## config.mk

```make
export PLATFORM = sky130hd
export DESIGN_NAME = cap_sensor_scan_scheduler_flat
export DESIGN_NICKNAME = d
export VERILOG_FILES = /design/src/rtl/cap_sensor_scan_scheduler_if.sv /design/src/rtl/cap_sensor_scan_scheduler.sv /design/src/flat_wrapper.sv
export SDC_FILE = /design/constraint.sdc
export NUM_CORES = 1
export LEC_CHECK = 0
export CAP_MARGIN = 20
export CORE_UTILIZATION = 39
export DETAILED_ROUTE_END_ITERATION = 6
export GPL_TIMING_DRIVEN = 1
export MAX_ROUTING_LAYER = met4
export PLACE_DENSITY = 0.66
export RECOVER_POWER = 100
export SKIP_LAST_GASP = 1
export SLEW_MARGIN = 10
export SYNTH_ARGS = -nofsm -noshare
export SYNTH_HDL_FRONTEND = slang
export SYNTH_SLANG_ARGS = --single-unit
```

## constraint.sdc

```tcl
create_clock -name clock -period 2.4 [get_ports clock]
set_input_delay 0.48 -clock clock [delete_from_list [all_inputs] [get_ports clock]]
set_output_delay 0.48 -clock clock [all_outputs]
set_load 0.03 [all_outputs]
```

## src/rtl/cap_sensor_scan_scheduler_if.sv

```systemverilog
`default_nettype none
// ============================================================================
// Module   : cap_sensor_scan_scheduler_if
// Purpose  : Processor/pin-side bundle for the capacitive scan scheduler.
//            The master drives enable, raw pads, threshold writes and read
//            select. The slave returns the drive line, touch flags, counts
//            and status.
// Revision : 1.0 - initial release
// ============================================================================
interface cap_sensor_scan_scheduler_if #(
  parameter int NUM_SENSORS = 9,
  parameter int CNT_W       = 16
);
  logic                   enable;
  logic [NUM_SENSORS-1:0] capacitive_sensors_in;
  logic                   thresh_we;
  logic [CNT_W-1:0]       thresh_in;
  logic [3:0]             rd_sel;
  logic                   capacitive_sensors_out;
  logic [NUM_SENSORS-1:0] touched;
  logic [CNT_W-1:0]       rd_count;
  logic                   scan_done;
  logic                   busy;

  modport master (
    output enable, capacitive_sensors_in, thresh_we, thresh_in, rd_sel,
    input  capacitive_sensors_out, touched, rd_count, scan_done, busy
  );

  modport slave (
    input  enable, capacitive_sensors_in, thresh_we, thresh_in, rd_sel,
    output capacitive_sensors_out, touched, rd_count, scan_done, busy
  );
endinterface
`default_nettype wire

```

## src/rtl/cap_sensor_scan_scheduler.sv

```systemverilog
`default_nettype none
// ============================================================================
// Module   : cap_sensor_scan_scheduler
// Purpose  : Shares one capacitive drive line across the mole pads. Each scan
//            charges all pads and releases them. It then times every pad's
//            discharge in parallel and publishes saturated counts and touch
//            flags.
// Options  : DEBOUNCE_EN - a touch flag changes only when two consecutive
//            scans agree.
// Revision : 1.0 - initial release
// ============================================================================
module cap_sensor_scan_scheduler #(
  parameter int NUM_SENSORS   = 9,
  parameter int CNT_W         = 16,
  parameter int CHARGE_CYCLES = 500,
  parameter int TIMEOUT       = 4095,
  parameter int THRESH_RST    = 200
) (
  input  logic                        clock,
  input  logic                        reset,
  cap_sensor_scan_scheduler_if.slave  bus
);

  localparam int               PH_W         = (CHARGE_CYCLES > 1) ? $clog2(CHARGE_CYCLES) : 1;
  localparam logic [PH_W-1:0]  PH_LAST      = PH_W'(CHARGE_CYCLES - 1);
  localparam logic [CNT_W-1:0] TIMEOUT_C    = CNT_W'(TIMEOUT);
  localparam logic [CNT_W-1:0] THRESH_RST_C = CNT_W'(THRESH_RST);

  typedef enum logic [1:0] {
    ST_IDLE    = 2'd0,
    ST_CHARGE  = 2'd1,
    ST_MEASURE = 2'd2,
    ST_COMMIT  = 2'd3
  } state_t;

  state_t                 state_q, state_d;
  logic [PH_W-1:0]        phase_q, phase_d;
  logic [CNT_W-1:0]       meas_q, meas_d;
  logic [CNT_W-1:0]       cnt_q [NUM_SENSORS];
  logic [CNT_W-1:0]       cnt_d [NUM_SENSORS];
  logic [CNT_W-1:0]       committed_q [NUM_SENSORS];
  logic [CNT_W-1:0]       committed_d [NUM_SENSORS];
  logic [NUM_SENSORS-1:0] touched_q, touched_d;
  logic [CNT_W-1:0]       thresh_q, thresh_d;
  logic [NUM_SENSORS-1:0] sync1_q, sync1_d;
  logic [NUM_SENSORS-1:0] sync2_q, sync2_d;
  logic                   drive_q, drive_d;
  logic                   busy_q, busy_d;
  logic                   scan_done_q, scan_done_d;
  logic [NUM_SENSORS-1:0] raw_cmp;
  logic [CNT_W-1:0]       rd_count;
`ifdef DEBOUNCE_EN
  logic [NUM_SENSORS-1:0] prev_raw_q, prev_raw_d;
`endif

  // Next-state, counters, commit and status decode for the scan sequencer.
  always_comb begin
    state_d     = state_q;
    phase_d     = '0;
    meas_d      = meas_q;
    cnt_d       = cnt_q;
    committed_d = committed_q;
    touched_d   = touched_q;
    thresh_d    = bus.thresh_we ? bus.thresh_in : thresh_q;
    sync1_d     = bus.capacitive_sensors_in;
    sync2_d     = sync1_q;
`ifdef DEBOUNCE_EN
    prev_raw_d  = prev_raw_q;
`endif
    for (int i = 0; i < NUM_SENSORS; i++) begin
      raw_cmp[i] = (cnt_q[i] >= thresh_q);
    end

    case (state_q)
      ST_IDLE: begin
        if (bus.enable) begin
          state_d = ST_CHARGE;
        end
      end
      ST_CHARGE: begin
        meas_d = '0;
        for (int i = 0; i < NUM_SENSORS; i++) begin
          cnt_d[i] = '0;
        end
        if (phase_q == PH_LAST) begin
          state_d = ST_MEASURE;
        end else begin
          phase_d = phase_q + 1'b1;
        end
      end
      ST_MEASURE: begin
        meas_d = meas_q + 1'b1;
        for (int i = 0; i < NUM_SENSORS; i++) begin
          if (sync2_q[i] && (cnt_q[i] < TIMEOUT_C)) begin
            cnt_d[i] = cnt_q[i] + 1'b1;
          end
        end
        // Stop once every pad has discharged or the window is exhausted.
        if ((sync2_q == '0) || (meas_d == TIMEOUT_C)) begin
          state_d = ST_COMMIT;
        end
      end
      ST_COMMIT: begin
        committed_d = cnt_q;
`ifdef DEBOUNCE_EN
        // Only a result that repeats the previous scan may move the flag.
        for (int i = 0; i < NUM_SENSORS; i++) begin
          if (raw_cmp[i] == prev_raw_q[i]) begin
            touched_d[i] = raw_cmp[i];
          end
        end
        prev_raw_d = raw_cmp;
`else
        touched_d = raw_cmp;
`endif
        state_d = bus.enable ? ST_CHARGE : ST_IDLE;
      end
      default: state_d = ST_IDLE;
    endcase

    // Status outputs are registered and aligned with the state they describe.
    drive_d     = (state_d == ST_CHARGE);
    busy_d      = (state_d != ST_IDLE);
    scan_done_d = (state_d == ST_COMMIT);
  end

  // State and datapath registers with synchronous active-low reset.
  always_ff @(posedge clock) begin
    if (!reset) begin
      state_q     <= ST_IDLE;
      phase_q     <= '0;
      meas_q      <= '0;
      cnt_q       <= '{default: '0};
      committed_q <= '{default: '0};
      touched_q   <= '0;
      thresh_q    <= THRESH_RST_C;
      sync1_q     <= '0;
      sync2_q     <= '0;
      drive_q     <= 1'b0;
      busy_q      <= 1'b0;
      scan_done_q <= 1'b0;
`ifdef DEBOUNCE_EN
      prev_raw_q  <= '0;
`endif
    end else begin
      state_q     <= state_d;
      phase_q     <= phase_d;
      meas_q      <= meas_d;
      cnt_q       <= cnt_d;
      committed_q <= committed_d;
      touched_q   <= touched_d;
      thresh_q    <= thresh_d;
      sync1_q     <= sync1_d;
      sync2_q     <= sync2_d;
      drive_q     <= drive_d;
      busy_q      <= busy_d;
      scan_done_q <= scan_done_d;
`ifdef DEBOUNCE_EN
      prev_raw_q  <= prev_raw_d;
`endif
    end
  end

  // Read port: committed count of the selected pad, zero when out of range.
  always_comb begin
    rd_count = '0;
    if (int'(bus.rd_sel) < NUM_SENSORS) begin
      rd_count = committed_q[bus.rd_sel];
    end
  end

  assign bus.capacitive_sensors_out = drive_q;
  assign bus.touched                = touched_q;
  assign bus.rd_count               = rd_count;
  assign bus.scan_done              = scan_done_q;
  assign bus.busy                   = busy_q;

endmodule
`default_nettype wire

```

## src/flat_wrapper.sv

```systemverilog
// flat-port wrapper written by rule: the top's interface ports become plain ports
module cap_sensor_scan_scheduler_flat 
#(
  parameter int NUM_SENSORS   = 9,
  parameter int CNT_W         = 16,
  parameter int CHARGE_CYCLES = 500,
  parameter int TIMEOUT       = 4095,
  parameter int THRESH_RST    = 200
)
  (clock, reset, bus_enable, bus_capacitive_sensors_in, bus_thresh_we, bus_thresh_in, bus_rd_sel, bus_capacitive_sensors_out, bus_touched, bus_rd_count, bus_scan_done, bus_busy);
  cap_sensor_scan_scheduler_if #(.NUM_SENSORS(NUM_SENSORS), .CNT_W(CNT_W)) bus_i ();
  input  logic clock;
  input  logic reset;
  input wire logic [$bits(bus_i.enable)-1:0] bus_enable;
  input wire logic [$bits(bus_i.capacitive_sensors_in)-1:0] bus_capacitive_sensors_in;
  input wire logic [$bits(bus_i.thresh_we)-1:0] bus_thresh_we;
  input wire logic [$bits(bus_i.thresh_in)-1:0] bus_thresh_in;
  input wire logic [$bits(bus_i.rd_sel)-1:0] bus_rd_sel;
  output wire logic [$bits(bus_i.capacitive_sensors_out)-1:0] bus_capacitive_sensors_out;
  output wire logic [$bits(bus_i.touched)-1:0] bus_touched;
  output wire logic [$bits(bus_i.rd_count)-1:0] bus_rd_count;
  output wire logic [$bits(bus_i.scan_done)-1:0] bus_scan_done;
  output wire logic [$bits(bus_i.busy)-1:0] bus_busy;
  assign bus_i.enable = bus_enable;
  assign bus_i.capacitive_sensors_in = bus_capacitive_sensors_in;
  assign bus_i.thresh_we = bus_thresh_we;
  assign bus_i.thresh_in = bus_thresh_in;
  assign bus_i.rd_sel = bus_rd_sel;
  assign bus_capacitive_sensors_out = bus_i.capacitive_sensors_out;
  assign bus_touched = bus_i.touched;
  assign bus_rd_count = bus_i.rd_count;
  assign bus_scan_done = bus_i.scan_done;
  assign bus_busy = bus_i.busy;
  cap_sensor_scan_scheduler #(.NUM_SENSORS(NUM_SENSORS), .CNT_W(CNT_W), .CHARGE_CYCLES(CHARGE_CYCLES), .TIMEOUT(TIMEOUT), .THRESH_RST(THRESH_RST)) u_core (.clock(clock), .reset(reset), .bus(bus_i));
endmodule
```

; ---- Word level (Yosys, flattened, before mapping)
; Index checks and enable logic that the tools add are counted.
[op_classes]
n_addsub = 11
n_lt_le_gt_ge = 20
n_eq_ne = 16
mux = 20
n_bitwise = 3
n_reduce_logical = 24
[op_table]
columns = op, count
row1 = 144-bit case mux with 2 select lines, 1
row2 = 16-bit two-way mux, 12
row3 = "16-bit by 1-bit adder with 16-bit output, second input constant", 10
row4 = 16-bit >= comparator, 9
row5 = "16-bit by 12-bit < comparator with 1-bit output, second input constant", 9
row6 = 16-bit binary-select mux with 4-bit select, 1
row7 = 16-bit case mux with 2 select lines, 1
row8 = "2-bit by 1-bit != test with 1-bit output, second input constant", 9
row9 = 2-bit AND reduction, 9
row10 = "16-bit by 12-bit == test with 1-bit output, second input constant", 1
row11 = "9-bit by 1-bit adder with 9-bit output, second input constant", 1
row12 = "9-bit == test, second input constant", 1
row13 = 1-bit logical AND, 9
row14 = 9-bit logical NOT, 1
row15 = 2-bit case mux with 4 select lines, 1
row16 = "2-bit == test, second input constant", 3
row17 = 2-bit two-way mux, 3
row18 = "5-bit >= comparator, second input constant", 1
row19 = 4-bit inverter with 5-bit output, 1
row20 = "2-bit by 1-bit == test with 1-bit output, second input constant", 2
row21 = "4-bit < comparator, second input constant", 1
row22 = 2-bit nonzero test, 2
row23 = 3-bit OR reduction, 1
row24 = 2-bit logical NOT, 1
row25 = other kinds (3), 4
[word_totals]
reg_bits = 361

; ---- Depth between registers and ports, before layout
; Gate-level depths: netlist of run 1.
[depth]
ltp_word = 6
ltp_mapped = 11

; ---- Worst setup path after synthesis of run 1
; OpenSTA, ideal clock, no wires.
[synth_timing]
path_type = input to output
from = input bus_rd_sel[0]
to = output bus_rd_count[0]
t_arrival_ns = 2.206
required_time_ns = 1.920
slack_ns = -0.286
stages = 6
path_cell_list = clkbuf_1 -> buf_4 -> buf_2 -> mux2_2 -> o22ai_1 -> o31ai_1
[synth_via]
elab_chain_cells = 5
word_cells_on_any_way = 6
cone_classes = order compare (1) / mux (4) / bitwise (1)
[synth_rtl]
columns = item, line_no
row1 = from (decl), flat_wrapper.sv:18  ; input wire logic [$bits(bus_i.rd_sel)-1:0] bus_rd_sel;
row2 = 4-bit inverter with 5-bit output (implied by the code), cap_sensor_scan_scheduler.sv:168  ; rd_count = committed_q[bus.rd_sel];
row3 = 16-bit binary-select mux with 4-bit select, cap_sensor_scan_scheduler.sv:168
row4 = 16-bit two-way mux (implied by the code) (2 in series), cap_sensor_scan_scheduler.sv:168
row5 = 16-bit two-way mux *, cap_sensor_scan_scheduler.sv:167  ; if (int'(bus.rd_sel) < NUM_SENSORS) begin
row6 = to (decl), flat_wrapper.sv:21  ; output wire logic [$bits(bus_i.rd_count)-1:0] bus_rd_count;
; Every way passes the cells marked *; elsewhere a longest branch is shown, timed or not. The select of a mux whose other input is x is not followed.

; ---- Final worst setup path of run 1
[layout_timing]
from = register u_core.committed_q[30] (netlist name)
to = output bus_rd_count[14]
[layout_via]
elab_chain_cells = 4
[layout_rtl]
columns = item, line_no
row1 = from (decl), cap_sensor_scan_scheduler.sv:41  ; logic [CNT_W-1:0] committed_q [NUM_SENSORS];
row2 = from (signal assigned), cap_sensor_scan_scheduler.sv:150  ; committed_q <= committed_d;
row3 = 16-bit binary-select mux with 4-bit select, cap_sensor_scan_scheduler.sv:168
row4 = 16-bit two-way mux (implied by the code) (2 in series), cap_sensor_scan_scheduler.sv:168
row5 = 16-bit two-way mux, cap_sensor_scan_scheduler.sv:167
; Every way passes these cells. The select of a mux whose other input is x is not followed.

==> impl_metrics.toml, run 1 <==
[grt]
use_met3_pct = 2.60
top_usage_layer = "met2"
grt_overflow = 0
grt_antenna_before_repair = 2
grt_max_degree = 95
grt_pass1_vias = 14688
met1_usage_pct = 33.7
grt_use_total_pct = 23.7
grt_use_met2_pct = 35.1
grt_pass1_wl_um = 88100

[drt]
first_pass_iters = 7
drc_errors = 0
vias = 15815
wl_per_cell_um = 20.8
ant_nets = 0
first_iter_violations = 1410
drt_wl_total_um = 57300
via_per_inst = 5.76

[pwr]
switchingPower_mw = 3.20
swShare_pct = 24.4
peakVddDrop_uv = 441
internal-power_mw = 9.91
power_frac_seq_pct = 46.2
leakagePower_nw = 8.71
combPwrFrac_pct = 7.6
finalPower_mw = 13.1
power_density_nw_per_um2 = 594
power_frac_clock_pct = 46.2

[sta]
final_max_slew_viol_count = 0
skew_ps = 16.1
rsz0062_at_grt = "true"
setup_slack_ps = -36.7
fin_setup_tns_ps = -48.3
relSlewSlack_pct = 27.4
setup_violations = 2
finalCriticalPeriod_ps = 2440
worstMarginPinSlew_ps = 1090
fmax_mhz = 410
min_period_over_period_pct = 102
hold_slack_ps = 437
hold_viol = 0

[finish]
drive_gt1_share_pct = 12.7
nets = 2307
area_delta_synth_final_pct = 17.9

[synth]
syn-num-nets = 2213
seq_area_frac_synth_pct = 38.6
ys_async_sr_fraction_pct = 0
synth_area_um2 = 18700
ys.flop_type = "dfxtp_1"
ys_warn_count = 0
synth_top_area_share_pct = 38.6
synth.top_cells.by_area = "dfxtp_1, ha_1, mux2i_1"
synth_cell_type_count = 87
synth_edf_count = 0
synth_largest_area_cell = "dfxtp_1"
synthesis.instances = 2020
synth_area_per_cell_um2 = 9.27
synth_seq_cells = 361

[setup_path]
slowest_stage = "mux4_2"
required_ps = 1920
start_kind = "flop"
path_buf_inv = 1
cp_max_fo = 2
crit_chain = "mux4_2, mux2i_2, o21ai_2, buf_12"
worst-endpoint-arrival_ps = 1960
path_delay_family = "multiplexers"
end_kind = "output pin"
crit_type = "flop to output pin"
slowest_delay_ps = 500

[floorplan]
rows = 79
start_util_pct = 39.9
die_h_um = 221
design.core.area_um2 = 47000
io_pins = 61
die_w_um = 221
die_area_um2 = 48900

[clocking]
root_buffer = "clkbuf_16"
clock_path_buffers = 3
htreeDepth = 2
clock-sinks = 361
cts_tree = "done"
clk_latency_ps = 550
cts_hold_buf = 0
clk_transition_reported_paths_ps = 60
cts_made_buffers = 40

[placement]
gp_congestion = 0.967
hpwlAfterDp_um = 40300
io_buffers = 60

[worst_hold_path]
hp-class = "flop to flop"

[status]
status = "finished with violations"
violations = "negative setup slack"

[job]
cap_viol_max_count = 0
## synth_stat cells (45+ instances only)
cell	number
a21o_1	65
a21oi_1	77
and3_1	55
clkbuf_1	61
dfxtp_1	361
ha_1	160
mux2i_1	169
nand2_1	109
nand3_1	69
nor2_1	306
o21ai_0	83
xor2_1	45
## power groups by stage
stage / Clock (mW) / Combinational [mW] / Sequential [mW]
after floorplan: 0 / 0.521 / 6.18
after global placement: 0 / 0.953 / 6.18
after detailed placement: 0 / 0.976 / 6.18
after CTS: 6.12 / 0.998 / 6.05
after global routing: 6.39 / 1.07 / 6.05
final: 6.06 / 0.995 / 6.05
## cells by family after synthesis
family                   share of synthesized area, %
adder cells (fa/ha/maj)                          10.7
AO/OA/AOI/OAI                                    12.1
AND/OR/NAND/NOR                                  19.4
buffers and inverters                            3.17
flip-flops                                       38.6
XOR/XNOR                                         3.17
multiplexers                                     12.9
## sequential cells by signal, indices dropped and copies added (netlist names)
signal and flops:
u_core.committed_q 144, u_core.bus.busy 1, u_core.cnt_q 144, u_core.state_q 2
u_core.sync1_q 9, u_core.thresh_q 16, u_core.bus.touched 9, u_core.sync2_q 9
u_core.bus.capacitive_sensors_out 1, u_core.bus.scan_done 1, u_core.phase_q 9, u_core.meas_q 16
## what timing repair did
action                                  4_1_cts  5_1_grt
resized for setup                            16       32
cloned                                        2        1
buffers inserted                              1        0
endpoints found under the setup margin       16       45
pin swaps                                     0        1
## metrics by stage
step                      setup slack, ps  std cells  utilization [%]  instance area [um2]
after floorplan                     0.433       2020                -                18800
after global placement               -305       2675             44.2                20800
after detailed placement             -342       2675             44.2                20800
after CTS                           -55.8       2745             47.2                22200
after global routing                -55.7       2747             47.0                22100
final                               -36.7       2748             47.0                22100
## worst paths after layout
check	cells past startpoint	slack (ps)	to	from
setup reg to reg	6	60	u_core.committed_q[137]	u_core.state_q[1]
setup / recovery	4	-40	bus_rd_count[14]	u_core.committed_q[30]
hold reg to reg	1	440	u_core.sync2_q[2]	u_core.sync1_q[2]
hold / removal	1	440	u_core.sync2_q[2]	u_core.sync1_q[2]
## layout by cell type, fill, tap and decap left out, types with 13 or more instances in the layout
master           instances
buf_4                   60
ha_1                   158
mux2_2                  14
buf_12                  26
or3_1                   15
and3_1                  55
inv_1                   39
a21o_1                  65
nand4_1                 30
and2_1                  14
o21ai_0                 74
nand2b_1                20
nor4_1                  25
nor2_1                 304
a21oi_1                 77
clkbuf_16               41
mux4_2                  25
o21a_1                  13
xor2_1                  45
dfxtp_1                355
o2111ai_1               14
xnor2_1                 21
nand3_1                 69
clkdlybuf4s50_1         27
nor3_1                  27
nand2_1                109
mux2i_1                163
## metal layers
layer / wire [um] / vias to the layer above
met5: 0 / -
met4: 1650 / 0
met3: 4160 / 84
met2: 24500 / 613
met1: 26900 / 7649
li1: - / 7469
## layout make-up
class	instances	area (um2)
Tap cell	607	759
Clock buffer	57	1190
Sequential cell	361	7240
Inverter	40	155
Fill cell	4400	24900
Timing Repair Buffer	150	1570
Multi-Input combinational cell	1521	11100
Clock inverter	10	77.6
Antenna cell	2	5.00
(Power assumes the default switching activity.)
==> inputs of run 2 (changes only) <==
Settings changed: PLACE_DENSITY 0.66 to 0.64.
Clock period 2.4 ns to 3.09 ns, I/O delays scaled along.
==> run 2 against run 1 <==
The run now ends clean; final cell count is 0.87% lower; clock skew is 1.9 ps higher; register-to-register slack better by 160 ps; critical path type is now input pin to output pin; highest routed layer unchanged.
==> impl_metrics.toml, run 2 (synthesis gave the netlist of run 1 again) <==
[finish]
area_delta_synth_final_pct = 15.7
nets = 2281
reg.largest.list = "u_core.cnt_q x144, u_core.committed_q x144"
stdcell_area_um2 = 21700
drive_gt1_share_pct = 9.83
final_cell_mix = "dfxtp_1, nor2_1, mux2i_1"
num_antenna_cells = 0
final.fill_count = 4451
final_common_cell = "dfxtp_1"

[drt]
met1_length_um = 26400
top_layer = "met4"
first_iter_violations = 1298
first_pass_iters = 6
wl_per_cell_um = 21.1
vias = 15615
drt_wl_total_um = 57500
wl_met3_um = 4060
drc_errors = 0
via_per_inst = 5.73
ant_nets = 0
met2_length_um = 24800

[floorplan]
die_area_um2 = 48900
design.core.area_um2 = 47000
start_util_pct = 39.9
die_w_um = 221
die_h_um = 221
rows = 79
io_pins = 61

[clocking]
root_buffer = "clkbuf_16"
clk_latency_ps = 570
cts_tree = "done"
postCtsResizedCells = 0
cts_hold_buf = 0
htreeDepth = 2
post-cts-setup-buffer-count = 0
clock-sinks = 361
clk_transition_reported_paths_ps = 60
cts_made_buffers = 41
clock_path_buffers = 3

[setup_path]
worst-endpoint-arrival_ps = 2430
path_delay_family = "buffers and inverters"
cp_common_cell = "buf_12"
path_buf_inv = 4
slowest_stage = "o31ai_1"
reg2reg_slack_ps = 220
crit_type = "input pin to output pin"
crit_chain = "clkdlybuf4s50_1, buf_4, buf_12, nand2b_1, o22ai_1, o31ai_1, buf_12"
slowest_delay_ps = 560
cp_max_fo = 14
end_kind = "output pin"
start_kind = "input pin"
required_ps = 2470

[sta]
setup_violations = 0
fmax_mhz = 328
rsz0062_at_grt = "false"
finalCriticalPeriod_ps = 3050
worstMarginPinSlew_ps = 1390
skew_ps = 18.0
fin_setup_tns_ps = 0
hold_viol = 0
min_period_over_period_pct = 98.8
relSlewSlack_pct = 7.42
final_max_slew_viol_count = 0

[job]
cap_viol_max_count = 0

[placement]
gp_congestion = 0.929
placed_area_um2 = 20400
io_buffers = 60
hpwlAfterDp_um = 40900

[grt]
grt_pass1_vias = 14825
grt_overflow = 0
grt_antenna_before_repair = 4
grt_use_total_pct = 24.0
grt_max_degree = 146
grt_pass1_wl_um = 88200

[worst_hold_path]
hp-class = "flop to flop"

[pwr]
leakagePower_nw = 8.49
power_density_nw_per_um2 = 479
finalPower_mw = 10.4
peakVddDrop_uv = 367

[status]
status = "complete, no violations"
==> run 2: cell count changes in the layout (fill, tap and decap cells not counted), sizes merged <==
cell | before | now
clkdlybuf4s50 | 27 | 30
buf | 91 | 64
clkbuf | 75 | 71
bufinv | 1 | 3
dlymetal6s2s | 1 | 0
inv | 40 | 42
bufbuf | 1 | 0
diode | 2 | 0
clkinv | 8 | 9
clkinvlp | 1 | 4
==> run 2: worst register-to-register path: cells and delay by family, from the launching register on <==
kind,cells,cell delay [ps]
and+or+nand+nor,2,180
adders and majority gates,1,580
AOI/OAI and AO/OA,3,980
buffers and inverters,3,590
DFF,1,360
==> run 2: worst paths after layout <==
path	startpoint	end	depth (start not counted)
min	u_core.sync1_q[4]	u_core.sync2_q[4]	1
max	bus_rd_sel[1]	bus_rd_count[11]	7
min reg2reg	u_core.sync1_q[4]	u_core.sync2_q[4]	1
max reg2reg	u_core.state_q[0]	u_core.cnt_q[69]	9
==> run 2: metal layers <==
layer	global-route usage, %	vias to the layer above
li1	-	7424
met1	32.8	7568
met2	35.6	508
met3	3.35	115
met4	9.77	0
met5	-	-
==> run 2: metrics by stage <==
step                      cells  setup slack [ps]  util [%]  hold WS (ps)
after floorplan            2020               128         -           412
after global placement     2652              48.0      43.5           422
after detailed placement   2652              63.3      43.5           419
after CTS                  2724              62.3      46.4           434
after global routing       2724             0.929      46.1           443
final                      2724              38.3      46.1           433
==> run 2: cell type report <==
class | instances | area (um2) | area share (%)
Multi-Input combinational cell | 1521 | 10900 | 50.2
Sequential cell | 361 | 7230 | 33.4
Timing Repair Buffer | 123 | 1290 | 5.96
Clock buffer | 54 | 1160 | 5.38
Tap cell | 607 | 759 | 3.51
Clock inverter | 18 | 183 | 0.843
Inverter | 40 | 155 | 0.716
==> run 2: power by group <==
part,internal (mW),switching [mW],leakage (nW),total (mW)
clock network,2.90,2.04,0.662,4.94
logic,0.248,0.478,4.91,0.727
registers,4.68,0.0189,2.91,4.70
total,7.83,2.53,8.49,10.4
